[src/rtl/scp_breach_ctrl_param.sv]
// Parametrised breach/containment controller: probe, sequential attack of N_SUBSYS
// targets, lockdown, timed containment. Optional CHEAT phase enabled by SCP_CHEAT_EN.
module scp_breach_ctrl_param #(
    parameter int N_SUBSYS  = 3,
    parameter int TIMER_W   = 8,
    parameter int PROBE_T   = 4,
    parameter int ATTACK_T  = 5,
    parameter int CONTAIN_T = 6,
    parameter int CHEAT_T   = 3
) (
    input  logic                clock,
    input  logic                reset_n,
    input  logic                green,
    input  logic                yellow,
    input  logic                red,
    output logic [N_SUBSYS-1:0] a_subsys,
    output logic [2:0]          state,
    output logic [TIMER_W-1:0]  timer,
    output logic                cheat_out
);
    localparam int IDX_W = (N_SUBSYS > 1) ? $clog2(N_SUBSYS) : 1;

    localparam logic [2:0] S_IDLE     = 3'd0;
    localparam logic [2:0] S_PROBE    = 3'd1;
    localparam logic [2:0] S_ATTACK   = 3'd2;
    localparam logic [2:0] S_LOCKDOWN = 3'd3;
    localparam logic [2:0] S_CONTAIN  = 3'd4;
    localparam logic [2:0] S_CHEAT    = 3'd5;

    localparam logic [TIMER_W-1:0]  TMAX         = {TIMER_W{1'b1}};
    localparam logic [TIMER_W-1:0]  PROBE_LAST   = TIMER_W'(PROBE_T - 1);
    localparam logic [TIMER_W-1:0]  ATTACK_LAST  = TIMER_W'(ATTACK_T - 1);
    localparam logic [TIMER_W-1:0]  CONTAIN_LAST = TIMER_W'(CONTAIN_T - 1);
    localparam logic [TIMER_W-1:0]  CHEAT_LAST   = TIMER_W'(CHEAT_T - 1);
    localparam logic [IDX_W-1:0]    IDX_LAST     = IDX_W'(N_SUBSYS - 1);
    localparam logic [N_SUBSYS-1:0] VEC_ONE      = N_SUBSYS'(1);

    logic [2:0]          state_q, state_d;
    logic [TIMER_W-1:0]  timer_q, timer_d, timer_inc_s;
    logic [IDX_W-1:0]    idx_q, idx_d;
    logic [N_SUBSYS-1:0] a_subsys_q, a_subsys_d;
    logic                cheat_q, cheat_d;
    logic                adv_s, hold_s;

    assign timer_inc_s = (timer_q == TMAX) ? timer_q : timer_q + TIMER_W'(1);

    // State register: all outputs come straight from flops
    always_ff @(posedge clock or negedge reset_n) begin
        if (!reset_n) begin
            state_q    <= S_IDLE;
            timer_q    <= {TIMER_W{1'b0}};
            idx_q      <= {IDX_W{1'b0}};
            a_subsys_q <= {N_SUBSYS{1'b0}};
            cheat_q    <= 1'b0;
        end else begin
            state_q    <= state_d;
            timer_q    <= timer_d;
            idx_q      <= idx_d;
            a_subsys_q <= a_subsys_d;
            cheat_q    <= cheat_d;
        end
    end

    // Next-state, index and timer; level priority red > yellow > green
    always_comb begin
        state_d = state_q;
        idx_d   = idx_q;
        adv_s   = 1'b0;
        hold_s  = 1'b0;
        case (state_q)
            S_IDLE: begin
                if (red)        state_d = S_CONTAIN;
                else if (yellow) state_d = S_IDLE;
                else if (green) state_d = S_PROBE;
                else            state_d = S_IDLE;
            end
            S_PROBE: begin
                if (red)        state_d = S_CONTAIN;
                else if (yellow) state_d = S_IDLE;
                else if (timer_q == PROBE_LAST) begin
                    state_d = S_ATTACK;
                    idx_d   = {IDX_W{1'b0}};
                end else        state_d = S_PROBE;
            end
            S_ATTACK: begin
                if (red) begin
`ifdef SCP_CHEAT_EN
                    if (idx_q == IDX_LAST) state_d = S_CHEAT;
                    else                   state_d = S_CONTAIN;
`else
                    state_d = S_CONTAIN;
`endif
                end else if (yellow) begin
                    hold_s = 1'b1;
                end else if (timer_q == ATTACK_LAST) begin
                    if (idx_q == IDX_LAST) state_d = S_LOCKDOWN;
                    else begin
                        idx_d = idx_q + IDX_W'(1);
                        adv_s = 1'b1;
                    end
                end else begin
                    state_d = S_ATTACK;
                end
            end
            S_LOCKDOWN: begin
                if (red) state_d = S_CONTAIN;
                else     state_d = S_LOCKDOWN;
            end
            S_CONTAIN: begin
                if (timer_q == CONTAIN_LAST) begin
                    state_d = S_IDLE;
                    idx_d   = {IDX_W{1'b0}};
                end else state_d = S_CONTAIN;
            end
            S_CHEAT: begin
                if (timer_q == CHEAT_LAST) state_d = S_LOCKDOWN;
                else                       state_d = S_CHEAT;
            end
            default: begin
                state_d = S_IDLE;
                idx_d   = {IDX_W{1'b0}};
            end
        endcase

        if ((state_d != state_q) || adv_s) timer_d = {TIMER_W{1'b0}};
        else if (hold_s)                   timer_d = timer_q;
        else                               timer_d = timer_inc_s;
    end

    // Output decode from the upcoming state so outputs track the transition edge
    always_comb begin
        a_subsys_d = {N_SUBSYS{1'b0}};
        case (state_d)
            S_ATTACK:            a_subsys_d = VEC_ONE << idx_d;
            S_LOCKDOWN, S_CHEAT: a_subsys_d = {N_SUBSYS{1'b1}};
            default:             a_subsys_d = {N_SUBSYS{1'b0}};
        endcase
`ifdef SCP_CHEAT_EN
        cheat_d = (state_d == S_CHEAT);
`else
        cheat_d = 1'b0;
`endif
    end

    assign a_subsys  = a_subsys_q;
    assign state     = state_q;
    assign timer     = timer_q;
    assign cheat_out = cheat_q;
endmodule

[config.mk]
export PLATFORM = sky130hd
export DESIGN_NAME = scp_breach_ctrl_param
export DESIGN_NICKNAME = d
export VERILOG_FILES = /design/src/rtl/scp_breach_ctrl_param.sv
export SDC_FILE = /design/constraint.sdc
export NUM_CORES = 1
export LEC_CHECK = 0
export BUFFER_PORTS_ARGS = -buffer_cell sky130_fd_sc_hd__buf_4
export CORE_MARGIN = 5
export CORE_UTILIZATION = 48
export DETAILED_ROUTE_END_ITERATION = 7
export GPL_ROUTABILITY_DRIVEN = 1
export PLACE_DENSITY = 0.78
export SETUP_SLACK_MARGIN = 0.02
export SYNTH_ARGS = -nofsm -noshare
export SYNTH_HDL_FRONTEND = slang
export SYNTH_SLANG_ARGS = --single-unit
[constraint.sdc]
create_clock -name clock -period 1.86 [get_ports clock]
set_input_delay 0.279 -clock clock [delete_from_list [all_inputs] [get_ports clock]]
set_output_delay 0.279 -clock clock [all_outputs]
set_load 0.005 [all_outputs]
==> results.sh <==
export IMPL_diodes=0
export IMPL_htree_levels=1
export IMPL_area_delta_synth_final_pct=52.98
export IMPL_dieArea_sq_um=3219
export IMPL_die_w_um=56.74
export IMPL_place_gp_congestion=0.7972
export IMPL_coreArea_sq_um=2148
export IMPL_synth_avg_cell_area_sq_um=9.708
export IMPL_io_pins=20
export IMPL_p_per_area_nw_per_um2=1175
export IMPL_critPathCaptureType="register"
export IMPL_holdPathEnd="state[1]"
export IMPL_use_met3=0.03218
export IMPL_use_met2=0.3482
export IMPL_seq_area_frac_synth=0.3819
export IMPL_r2r_end="a_subsys[2]"
export IMPL_cts_root_buf="clkbuf_4"
export IMPL_worst_r2r_cell_count=7
export IMPL_status="complete, but fails checks"
export IMPL_synth_seq_cells=16
export IMPL_setup_tns_ns=-1.503
export IMPL_final_nets=164
export IMPL_via_per_inst=5.739
export IMPL_io_buffers=18
export IMPL_worstHoldPathCells=3
export IMPL_start_util=0.4881
export IMPL_pwr_share_comb=0.606
export IMPL_peakVddDrop_mv=0.7701
export IMPL_synth_top_area_share=0.3819
export IMPL_leakage_nw=0.7366
export IMPL_grt_pass1_wl_um=4899
export IMPL_cp_start_kind="register"
export IMPL_dpl_hpwl_um=2121
export IMPL_grt_max_degree=17
export IMPL_reg2reg_from="timer[1]"
export IMPL_drive_above_1_share=0.5263
export IMPL_yosysTopAreaCell="dfrtp_1"
export IMPL_ys_top_cells_by_area="dfrtp_1 (38%), ha_1 (7.2%), xor2_1 (5.0%)"
export IMPL_cts_buffer_depth=2
export IMPL_wl_um=3142
export IMPL_cts_reportedPaths_clkPinSlew_ns=0.10
export IMPL_worstPathRequired_ns=2.05
export IMPL_synth_cells=108
export IMPL_pwr_share_seq=0.270
export IMPL_grt_overflow_total=0
export IMPL_setup_viol=13
export IMPL_hold_start="red"
export IMPL_cp_arrival_ns=2.21
export IMPL_yosys_warnings=0
export IMPL_post_dp_cell_area_sq_um=1380
export IMPL_vias=1033
export IMPL_drt_initial_drc_count=21
export IMPL_design_area_sq_um=1604
export IMPL_total_power_mw=1.885
export IMPL_route_detailed_drc=0
export IMPL_track_usage=0.1963
export IMPL_synth_fp_nets=119
export IMPL_criticalPathCategory="register to register"
export IMPL_final_min_clock_period_ns=2.018
export IMPL_numPlacedInstances=171
export IMPL_skew_ns=0.004455
export IMPL_numClockSinks=16
export IMPL_cts_buffers=3
export IMPL_grt_use_met1=0.2298
export IMPL_dp_slack_ns=-0.2010
export IMPL_cts_tree="built"
export IMPL_final_cells=180
export IMPL_power_switching_uw=782.4
export IMPL_grt_busiest_layer="met2"
export IMPL_p_clk_frac=0.124
export IMPL_rsz0062_at_grt="true"
export IMPL_p_sw_frac=0.4150
export IMPL_fp_row_count=17
export IMPL_final_cell_mix="buf_4 (41), dfrtp_1 (14), nand2_1 (6), xor2_1 (6), nor3_2 (5)"
export IMPL_layout_setup_ws_ns=-0.1578
export IMPL_maxSlewViolCount=0
export IMPL_num_fill_cells=153
export IMPL_grt_pass1_vias=1075
export IMPL_max_clock_freq_mhz=495.6
export IMPL_rrSetupSlack_ns=-0.16
export IMPL_antenna_left=0
export IMPL_die_h_um=56.74
export IMPL_clkLatencyLatePin_ns=0.28
export IMPL_p_int_mw=1.103
export IMPL_hp_class="input port to register"
export IMPL_violations="negative setup slack"
export IMPL_antenna_found_initial=0
export IMPL_drv_cap=0
export IMPL_drt_pass1_iter_count=4
export IMPL_hold_viol=0
export IMPL_min_period_over_period=1.085
export IMPL_synth_area_sq_um=1049
export IMPL_wl_per_cell_um=17.46
export IMPL_crit_fanout=4
export IMPL_synth_cell_types=37
export IMPL_layout_commonest_cell="buf_4"
registers in the layout, summed over array words and instances, names as in the netlist:
name and cells:
idx_q 2, state 3, timer 8, a_subsys 3
power groups by stage:
| stage | logic [mW] | registers [mW] | clock network, mW |
|---|---|---|---|
| 6_report | 1.14 | 0.510 | 0.234 |
| 4_1_cts | 0.980 | 0.502 | 0.235 |
| 3_5_place_dp | 0.860 | 0.508 | 0 |
| 3_3_place_gp | 0.833 | 0.499 | 0 |
| 5_1_grt | 1.23 | 0.520 | 0.257 |
| 2_1_floorplan | 0.441 | 0.504 | 0 |
logic make-up (layout without fill, tap and decap cells):
| kind of cell | Yosys count | after routing | synth area share |
|---|---|---|---|
| fa+ha+maj | 6 | 6 | 0.07160 |
| xor+xnor | 8 | 8 | 0.07399 |
| simple gates | 43 | 43 | 0.2661 |
| buf+inv | 12 | 56 | 0.04894 |
| flops | 16 | 16 | 0.3819 |
| compound gates | 22 | 22 | 0.1539 |
| other cells | 1 | 1 | 0.003577 |
cell usage after synthesis:
| library cell | number |
|---|---|
| xor2_1 | 6 |
| nor4b_1 | 3 |
| or3b_2 | 1 |
| o211ai_2 | 1 |
| dfrtp_1 | 16 |
| ha_1 | 6 |
| clkbuf_1 | 2 |
| nor4_4 | 1 |
| nor2_1 | 2 |
| or4b_1 | 1 |
| nor2b_1 | 2 |
| nand2b_1 | 2 |
| buf_2 | 2 |
| a21oi_1 | 5 |
| nand2_1 | 6 |
| nand3_1 | 1 |
| xor2_2 | 1 |
| o2bb2a_1 | 1 |
| inv_1 | 7 |
| nor4_1 | 1 |
| and3_1 | 3 |
| nor3b_1 | 3 |
| or4_4 | 1 |
| o31ai_1 | 4 |
| buf_4 | 1 |
| a21o_1 | 3 |
| a32o_1 | 2 |
| conb_1 | 1 |
| nand3b_1 | 3 |
| a221o_1 | 1 |
| o21ai_0 | 3 |
| nand4_1 | 4 |
| xnor2_1 | 1 |
| nor3_1 | 8 |
| o32ai_1 | 1 |
| and2_1 | 1 |
| a21boi_0 | 1 |
per-layer routing:
layer,vias to the layer above,part of all wire
met4,0,0.023
met5,-,0
met1,518,0.41
met2,21,0.53
met3,8,0.034
li1,486,-
critical path: stages, from the launching register on:
cell	delay (ns)
dfrtp_1	0.43
ha_2	0.22
or4b_4	0.49
o32ai_4	0.13
a21oi_2	0.13
a21oi_2	0.21
inv_2	0.09
o31ai_2	0.23
stage by stage:
step | hold slack, ns | utilization
after floorplan | -0.01659 | -
after global placement | 0.1506 | 0.6424
after detailed placement | 0.1514 | 0.6424
after CTS | 0.3707 | 0.7100
after global routing | 0.3820 | 0.7467
final | 0.3734 | 0.7467
cell type report:
| cell class | count | area, sq um | share of cell area |
|---|---|---|---|
| tap | 28 | 35.03 | 0.02184 |
| inverter | 7 | 26.28 | 0.01638 |
| timing repair buffer | 45 | 351.6 | 0.2192 |
| multi-input combinational | 80 | 752.0 | 0.4688 |
| clock buffer | 4 | 36.28 | 0.02262 |
| sequential | 16 | 402.9 | 0.2512 |
how the worst max path moves through the flow:
stage / start / depth (start not counted) / slack, ns / to
final: timer[1] / 7 / -0.16 / a_subsys[2]
after global routing: timer[1] / 7 / -0.26 / a_subsys[1]
after CTS: timer[0] / 7 / -0.12 / a_subsys[0]
after floorplan: timer[0] / 7 / 0.02 / a_subsys[0]
after global placement: timer[1] / 8 / -0.1 / a_subsys[2]
after detailed placement: timer[0] / 8 / -0.20 / a_subsys[0]
repair_timing:
item                                    in CTS  in global routing
buffers inserted                             3                  1
gates cloned                                 0                  0
resized for setup                           17                 16
hold buffers                                 1                  0
endpoints found under the hold margin       16                  0
pin swaps                                    7                  8
endpoints found under the setup margin      13                 13
Note: power is estimated with default switching activity, not from simulation.
